## src/rtl/mc_sequencer.sv

```systemverilog
// mc_sequencer: multi-cycle RV32I fetch/control sequencer with handshaked memories.
// Define PERF_CNT_EN to add the cycle_cnt/instret_cnt performance counters.
module mc_sequencer #(
    parameter int              XLEN     = 32,
    parameter logic [XLEN-1:0] RESET_PC = '0
) (
    input  logic            clk,
    input  logic            rst,
    output logic            imem_req,
    input  logic            imem_ready,
    input  logic [31:0]     imem_rdata,
    output logic            dmem_req,
    output logic            dmem_we,
    input  logic            dmem_ready,
    input  logic [XLEN-1:0] rs1_data,
    input  logic            br_taken,
    output logic [XLEN-1:0] pc,
    output logic [31:0]     ir,
    output logic            rf_we,
    output logic            wb_link,
    output logic [2:0]      state,
    output logic            halted
`ifdef PERF_CNT_EN
    ,
    output logic [63:0]     cycle_cnt,
    output logic [63:0]     instret_cnt
`endif
);
    localparam logic [2:0] S_FETCH  = 3'd0;
    localparam logic [2:0] S_DECODE = 3'd1;
    localparam logic [2:0] S_EXEC   = 3'd2;
    localparam logic [2:0] S_MEM    = 3'd3;
    localparam logic [2:0] S_WB     = 3'd4;
    localparam logic [2:0] S_HALT   = 3'd5;
    localparam logic [31:0] NOP     = 32'h0000_0013;

    logic [2:0]      r_state;
    logic [XLEN-1:0] r_pc;
    logic [31:0]     r_ir;
    logic [6:0]      w_op;
    logic            w_load, w_store, w_branch, w_jal, w_jalr, w_valid;
    logic [XLEN-1:0] w_imm_i, w_imm_b, w_imm_j, w_pc4, w_pc_br, w_pc_jalr;

    assign w_op     = r_ir[6:0];
    assign w_load   = w_op == 7'b0000011;
    assign w_store  = w_op == 7'b0100011;
    assign w_branch = w_op == 7'b1100011;
    assign w_jal    = w_op == 7'b1101111;
    assign w_jalr   = w_op == 7'b1100111;
    assign w_valid  = w_load | w_store | w_branch | w_jal | w_jalr | w_op == 7'b0110011 |
                      w_op == 7'b0010011 | w_op == 7'b0110111 | w_op == 7'b0010111;

    assign w_imm_i   = {{(XLEN-12){r_ir[31]}}, r_ir[31:20]};
    assign w_imm_b   = {{(XLEN-13){r_ir[31]}}, r_ir[31], r_ir[7], r_ir[30:25], r_ir[11:8], 1'b0};
    assign w_imm_j   = {{(XLEN-21){r_ir[31]}}, r_ir[31], r_ir[19:12], r_ir[20], r_ir[30:21], 1'b0};
    assign w_pc4     = r_pc + XLEN'(4);
    assign w_pc_br   = r_pc + (br_taken ? w_imm_b : XLEN'(4));
    assign w_pc_jalr = (rs1_data + w_imm_i) & ~XLEN'(1);

    always_ff @(posedge clk or posedge rst) begin
        if (rst) begin
            r_state <= S_FETCH;
            r_pc    <= RESET_PC;
            r_ir    <= NOP;
        end else begin
            case (r_state)
                S_FETCH: if (imem_ready) begin
                    r_ir    <= imem_rdata;
                    r_state <= S_DECODE;
                end
                S_DECODE: r_state <= w_valid ? S_EXEC : S_HALT;
                S_EXEC: begin
                    r_state <= w_branch ? S_FETCH : (w_load | w_store) ? S_MEM : S_WB;
                    if (w_branch) r_pc <= w_pc_br;
                end
                S_MEM: if (dmem_ready) begin
                    r_state <= w_store ? S_FETCH : S_WB;
                    if (w_store) r_pc <= w_pc4;
                end
                S_WB: begin
                    r_state <= S_FETCH;
                    r_pc    <= w_jal ? r_pc + w_imm_j : w_jalr ? w_pc_jalr : w_pc4;
                end
                default: r_state <= S_HALT;
            endcase
        end
    end

    // Strobes are gated by rst so they read low while reset is held.
    assign imem_req = ~rst & (r_state == S_FETCH);
    assign dmem_req = ~rst & (r_state == S_MEM);
    assign dmem_we  = dmem_req & w_store;
    assign rf_we    = ~rst & (r_state == S_WB);
    assign wb_link  = rf_we & (w_jal | w_jalr);
    assign halted   = r_state == S_HALT;
    assign state    = r_state;
    assign pc       = r_pc;
    assign ir       = r_ir;

`ifdef PERF_CNT_EN
    logic [63:0] r_cycle, r_instret;
    logic        w_retire;

    assign w_retire = (r_state == S_EXEC & w_branch) | (dmem_req & dmem_ready & w_store) | (r_state == S_WB);

    always_ff @(posedge clk or posedge rst) begin
        if (rst) begin
            r_cycle   <= '0;
            r_instret <= '0;
        end else begin
            if (!halted) r_cycle <= r_cycle + 64'd1;
            if (w_retire) r_instret <= r_instret + 64'd1;
        end
    end

    assign cycle_cnt   = r_cycle;
    assign instret_cnt = r_instret;
`endif
endmodule

```

## config.mk

```make
export PLATFORM = sky130hd
export DESIGN_NAME = mc_sequencer
export DESIGN_NICKNAME = d
export VERILOG_FILES = /design/src/rtl/mc_sequencer.sv
export SDC_FILE = /design/constraint.sdc
export NUM_CORES = 1
export LEC_CHECK = 0
export BUFFER_PORTS_ARGS = -buffer_cell sky130_fd_sc_hd__buf_4
export CAP_MARGIN = 15
export CORE_AREA = 3 3 131 133
export DETAILED_ROUTE_END_ITERATION = 8
export DIE_AREA = 0 0 134 136
export PLACE_DENSITY_LB_ADDON = 0.3
export SYNTH_ARGS = -nofsm -noshare
export SYNTH_HDL_FRONTEND = slang
export SYNTH_SLANG_ARGS = --single-unit
```

## constraint.sdc

```tcl
create_clock -name clk -period 3.86 [get_ports clk]
set_input_delay 0.386 -clock clk [delete_from_list [all_inputs] [get_ports clk]]
set_output_delay 0.386 -clock clk [all_outputs]
set_load 0.02 [all_outputs]
```

==> impl_results.md, run 1 <==
- Worst slew margin: 34.6%
- Iteration-0 DRC Markers: 853
- Worst Clk Skew: 0.0137 ns
- Final wirelength: 27.6 mm
- Pwr Density: 979 nW/um2
- Static Leak: 4.73 nW
- RSZ-0062 raised after global routing: no
- Die Span X: 134 um
- Root buffer cell: clkbuf_16
- Worst Tran Pin Value: 0.981 ns
- Cell Chain, Critical Path: and2_1 -> ha_1 -> inv_1 -> fa_1 -> nor2b_1 -> o211ai_2 -> a31oi_1 -> a211o_1 -> o31ai_4 -> o31ai_2 -> a21oi_2 -> xnor2_1 -> mux2i_1 -> a2bb2oi_1
- Commonest non-fill, non-tap cell in the layout: buf_4
- CP peak stage delay: 0.46 ns
- Clk_lat worst skew: 0.35 ns
- Fin. Hold Viols: 0
- Worst Setup End Kind: register
- DRT antenna net count: 0
- Outcome: completed
- Routability congestion estimate: 0.939
- Via count: 9177
- Wirelength per Cell: 19.0 um
- # DRC: 0
- Area Growth Syn to Fin: 17.7%
- Hold/Removal Path Class: input pin to register
- Most frequent cells in the layout: 156 x buf_4, 119 x a21oi_1, 112 x nand2_1
- Critical path's top delay family: compound AO/OA/AOI/OAI gates
- Drt first pass iters: 5
- Post-synth ARST share: 100%
- Setup CP Type: register to register
- Fillers: 1419
- Post-Syn Nets: 1277
- Crit path buffers/inverters: 1
- Die Y: 136 um
- Num rows: 46
- Maximum fanout along the worst path: 4
- Number of I/O pins: 142
- Tcrit/Tclk final: 87.3%
- IO buf count: 140
- Dpl hpwl: 21.1 mm
- First-pass GRT wire length: 43.0 mm
- Initial Util: 54.2%
- Number of synthesized register bits: 66
- Minimum clock period: 3.37 ns
- Netlist cell types: 83
- Synthesis Warnings: 0
- Mean post-synth cell area: 7.76 um2
- Final Setup Violations: 0
- Clk slew on worst S/H paths: 0.06 ns
- CTS tree: done
- Cell area after synthesis: 8650 um2
- Max-slew violation count: 0
- EDFF count, synth: 0
- Htree depth: 3
- Fmax: 297 MHz
- Cells after Synth: 1114
- Total of max-cap violations: 0
- CTS Hold Bufs: 0
- Clock sink count: 66
- Setup TNS: 0 ns
- Worst Path Arrival: 3.65 ns
- Slowest cell on crit path: o31ai_2
- Worst vdd ir: 0.448 mV
- Setup bufs post-CTS: 0
- Initial antenna violation count: 0
- Layout cell share with drive strength beyond 1: 18.0%
- Core area: 15900 um2
- Layout net count: 1394
- Longest Clk Path Bufs: 2
- Pin count of the biggest net entering global routing: 47
- Vias/cell: 6.33
- Seq/Total Area, Yosys: 19.1%
- Gr usage total: 29.2%
- CTS Buf Count: 9
- Vias in the first global route: 8327
- Req. time, crit path: 4.14 ns
- Final Non-Filler Cells: 1450
- Inst Count DP: 1436
- Main flop type after synthesis: dfrtp_1
- Die Area: 18200 um2
- CP Launch Type: register
- GR Overflow Total: 0
- Diodes inserted: 0
- CTS-repair resized insts: 0
==> area by class of cell <==
class                      instances  area [um2]  area share, %
clock inverter                     4        45.0          0.443
inverter                          25        93.8          0.922
timing repair buffer             156        1170           11.5
clock buffer                      10         229           2.25
multi-input combinational        973        6710           66.0
tap                              216         270           2.66
sequential                        66        1660           16.3
==> state kept, by name, indices dropped and copies added (netlist names) <==
signal,flops
state,3
pc,31
ir,32
==> layer usage <==
metal	global-route usage, %	up-vias	wire (um)	part of all wire [%]
met1	42.1	4271	12400	45
met3	5.22	39	2690	9.8
met2	44.7	451	12000	43
met4	8.63	0	544	2.0
li1	-	4416	-	-
met5	0	-	0	0
==> power by group <==
| group | leakage (nW) | switching, mW | internal [mW] |
|---|---|---|---|
| Combinational | 3.80 | 4.37 | 3.14 |
| Clock | 0.138 | 0.315 | 0.489 |
| Sequential | 0.797 | 0.632 | 1.02 |
| Total | 4.73 | 5.32 | 4.65 |
==> kinds of logic after synthesis <==
group	count (synthesis)	share of synthesized area, %
other cells	1	0.0434
buf+inv	75	3.33
simple gates	345	19.9
xor+xnor	86	8.71
mux	40	5.05
flops	66	19.1
fa+ha+maj	94	13.9
compound gates	407	30.0
==> cell usage after synthesis (4+ instances only) <==
| library cell | count | area share [%] |
|---|---|---|
| a21oi_1 | 119 | 6.9 |
| nand2_1 | 112 | 4.9 |
| ha_1 | 91 | 13 |
| o21ai_0 | 81 | 4.7 |
| nor2_1 | 73 | 3.2 |
| dfrtp_1 | 63 | 18 |
| xnor2_1 | 47 | 4.8 |
| clkbuf_1 | 45 | 2.0 |
| a21o_1 | 43 | 3.7 |
| xor2_1 | 39 | 3.9 |
| mux2_2 | 29 | 3.8 |
| o21ai_1 | 27 | 1.6 |
| inv_1 | 25 | 1.1 |
| nand3_1 | 23 | 1.3 |
| nand4_1 | 18 | 1.3 |
| and2_1 | 17 | 1.2 |
| a31oi_1 | 16 | 1.2 |
| nor3_1 | 16 | 0.93 |
| and3_1 | 14 | 1.0 |
| nand2b_1 | 12 | 0.87 |
| a211oi_1 | 11 | 0.95 |
| mux2i_1 | 11 | 1.3 |
| or3_1 | 11 | 0.80 |
| nor2b_1 | 9 | 0.65 |
| o211ai_1 | 9 | 0.78 |
| o21a_1 | 9 | 0.78 |
| and4_1 | 8 | 0.81 |
| o221ai_1 | 8 | 0.81 |
| o22ai_1 | 8 | 0.58 |
| nor3b_1 | 7 | 0.61 |
| o21bai_1 | 6 | 0.52 |
| a21boi_1 | 5 | 0.43 |
| a22oi_1 | 5 | 0.43 |
| nor4_1 | 5 | 0.36 |
| o32ai_1 | 5 | 0.51 |
| or2_2 | 5 | 0.36 |
| a221oi_1 | 4 | 0.41 |
==> final timing paths <==
| check | start | end | slack [ns] | cells past startpoint |
|---|---|---|---|---|
| worst max-delay path | ir[8] | pc[31] | 0.49 | 14 |
| worst min-delay path | imem_rdata[5] | ir[5] | 0.26 | 3 |
| worst max register to register | ir[8] | pc[31] | 0.49 | 14 |
| worst min register to register | ir[7] | ir[7] | 0.53 | 1 |
| max in group asynchronous | rst | pc[6] | 2.55 | 3 |
| min in group asynchronous | rst | state[1] | 0.30 | 2 |
==> tightest hold or removal path, cell delays in order <==
cell and delay, ns:
buf_4 0.08, nand2_1 0.04, o21ai_0 0.06
==> through the flow <==
stage | utilization (%) | cell area (um2) | hold WS (ns) | total power [mW] | worst slack, ns
global route | 63.8 | 10200 | 0.261 | 10.7 | 0.165
global placement | 62.1 | 9900 | 0.518 | 8.81 | 0.441
finish | 63.8 | 10200 | 0.256 | 9.97 | 0.491
detailed placement | 62.1 | 9900 | 0.524 | 8.92 | 0.325
CTS | 63.8 | 10200 | 0.252 | 9.79 | 0.504
floorplan | - | 8650 | 0.503 | 6.86 | 0.218
No activity file was read; power rests on OpenSTA's default activity.
==> run 2: changes to the inputs <==
Settings changed: CTS_BUF_LIST from default to sky130_fd_sc_hd__clkbuf_16.
==> impl_results.md, run 2 (synthesis results as in run 1) <==
- Worst Clk Skew: 0.0137 ns (-0.0000484 ns)
- Sw power: 5.31 mW (about the same)
- Longest Clk Path Bufs: 2 (unchanged)
- Inst Count DP: 1436 (unchanged)
- Most frequent cells in the layout: 156 x buf_4, 119 x a21oi_1, 112 x nand2_1
- Cells on worst reg2reg path: 14 (unchanged)
- Drt first pass iters: 5 (unchanged)
- Commonest non-fill, non-tap cell in the layout: buf_4
- Worst Tran Pin Value: 0.982 ns (+0.00129 ns)
- Worst Path Arrival: 3.66 ns (about the same)
- Gr usage total: 29.2% (unchanged)
- Setup CP Type: register to register
- Layout cell share with drive strength beyond 1: 18.0% (unchanged)
- Die Y: 136 um (unchanged)
- Worst R2R Start: ir[8]
- Initial antenna violation count: 0 (unchanged)
- DRT antenna net count: 0 (unchanged)
- Setup TNS: 0 ns (unchanged)
- CP Launch Type: register
- Via count: 9183 (+0.065%)
- CTS tree: done
- Final Non-Filler Cells: 1450 (unchanged)
- Number of I/O pins: 142 (unchanged)
- Fin. Hold Viols: 0 (unchanged)
- Worst Setup End Kind: register
- Vias in the first global route: 8327 (unchanged)
- Initial Util: 54.2% (unchanged)
- Vias/cell: 6.33 (about the same)
- RSZ-0062 raised after global routing: no
- Core area: 15900 um2 (unchanged)
- Clk network pwr share: 8.1% (about the same)
- Root buffer cell: clkbuf_16
- Final Setup Violations: 0 (unchanged)
- Maximum fanout along the worst path: 4 (unchanged)
- Fmax: 296 MHz (-0.35%)
- CTS Hold Bufs: 0 (unchanged)
- Register Area: 1660 um2 (unchanged)
- Worst vdd ir: 0.448 mV (+0.13%)
- Layout net count: 1394 (unchanged)
- Worst r2r dst: pc[31]
- Critical Path End: pc[31]
- CTS-repair resized insts: 0 (unchanged)
- Combinational fraction of design power: 75.4% (about the same)
- Diodes inserted: 0 (unchanged)
- Die Span X: 134 um (unchanged)
- Wirelength per Cell: 19.0 um (-0.19%)
- Worst slew margin: 34.5% (-0.086 points)
- Worst Hold Launch: imem_rdata[5]
- Tcrit/Tclk final: 87.6% (+0.31 points)
- Max reg flops: 32 (unchanged)
- Iteration-0 DRC Markers: 855 (+0.23%)
- Total of max-cap violations: 0 (unchanged)
- Reg power frac: 16.5% (about the same)
- Max-slew violation count: 0 (unchanged)
- Htree depth: 3 (unchanged)
- Fillers: 1419 (unchanged)
- Pint: 4.65 mW (about the same)
- Source of the critical timing path: ir[8]
- Hold depth: 3 (unchanged)
- Routability congestion estimate: 0.939 (unchanged)
- Area Growth Syn to Fin: 17.7% (unchanged)
- Num rows: 46 (unchanged)
- First-pass GRT wire length: 43.0 mm (unchanged)
- Minimum clock period: 3.38 ns (+0.0118 ns)
- Outcome: completed
- Die Area: 18200 um2 (unchanged)
- Multi-input gate area: 6710 um2 (unchanged)
- Sw frac: 53.4% (about the same)
- Clk slew on worst S/H paths: 0.06 ns (about the same)
- # DRC: 0 (unchanged)
- Static Leak: 4.74 nW (about the same)
- Hold/Removal Path Class: input pin to register
- Final wirelength: 27.5 mm (-0.19%)
- Pwr Density: 979 nW/um2 (about the same)
- Setup bufs post-CTS: 0 (unchanged)
- CTS Buf Count: 9 (unchanged)
- Reg-to-reg setup timing slack: 0.48 ns (about the same)
- Dpl hpwl: 21.1 mm (unchanged)
- IO buf count: 140 (unchanged)
- GR Overflow Total: 0 (unchanged)
- Req. time, crit path: 4.14 ns (about the same)
- Clk_lat worst skew: 0.35 ns (about the same)
- Clock sink count: 66 (unchanged)
- Pin count of the biggest net entering global routing: 47 (unchanged)
-- run 2: cell types whose count changed in the layout (fill, tap and decap cells not counted), sizes merged --
cell    change
inv         +1
clkbuf      -1
-- run 2: power groups by stage --
| stage | Combinational, mW | Sequential, mW | Clock (mW) |
|---|---|---|---|
| after floorplan | 5.05 | 1.81 | 0 |
| after global placement | 7.19 | 1.62 | 0 |
| after detailed placement | 7.30 | 1.62 | 0 |
| after CTS | 7.36 | 1.61 | 0.810 |
| after global routing | 8.19 | 1.69 | 0.836 |
| final | 7.51 | 1.65 | 0.802 |
-- run 2: area by class of cell --
| class | count | area share [%] |
|---|---|---|
| multi-input combinational | 973 | 66.0 |
| sequential | 66 | 16.3 |
| timing repair buffer | 156 | 11.5 |
| tap | 216 | 2.66 |
| clock buffer | 9 | 2.21 |
| inverter | 25 | 0.922 |
| clock inverter | 5 | 0.479 |
-- run 2: worst min-delay path by stage --
stage,end
2_1_floorplan,ir[22]
3_3_place_gp,ir[9]
3_5_place_dp,ir[9]
4_1_cts,ir[5]
5_1_grt,ir[5]
6_report,ir[5]
-- run 2: metrics by stage --
stage / setup slack [ns] / hold WS [ns] / instance area [um2] / utilization, % / power [mW]
6_report: 0.479 / 0.257 / 10200 / 63.8 / 9.96
5_1_grt: 0.165 / 0.261 / 10200 / 63.8 / 10.7
4_1_cts: 0.504 / 0.252 / 10200 / 63.8 / 9.78
3_5_place_dp: 0.325 / 0.524 / 9900 / 62.1 / 8.92
3_3_place_gp: 0.441 / 0.518 / 9900 / 62.1 / 8.81
2_1_floorplan: 0.218 / 0.503 / 8650 / - / 6.86
-- run 2: worst max-delay path, stage by stage, from the launching register on --
cell	delay, ns
dfrtp_1	0.36
and2_1	0.14
ha_1	0.18
inv_1	0.06
fa_1	0.40
nor2b_1	0.20
o211ai_2	0.11
a31oi_1	0.27
a211o_1	0.28
o31ai_4	0.10
o31ai_2	0.47
a21oi_2	0.15
xnor2_1	0.21
mux2i_1	0.23
a2bb2oi_1	0.16
-- run 2: per-layer routing --
layer / vias up / track usage, % / wire, um
li1: 4421 / - / -
met1: 4279 / 42.1 / 12400
met5: - / 0 / 0
met4: 0 / 8.63 / 568
met3: 41 / 5.22 / 2610
met2: 442 / 44.7 / 11900
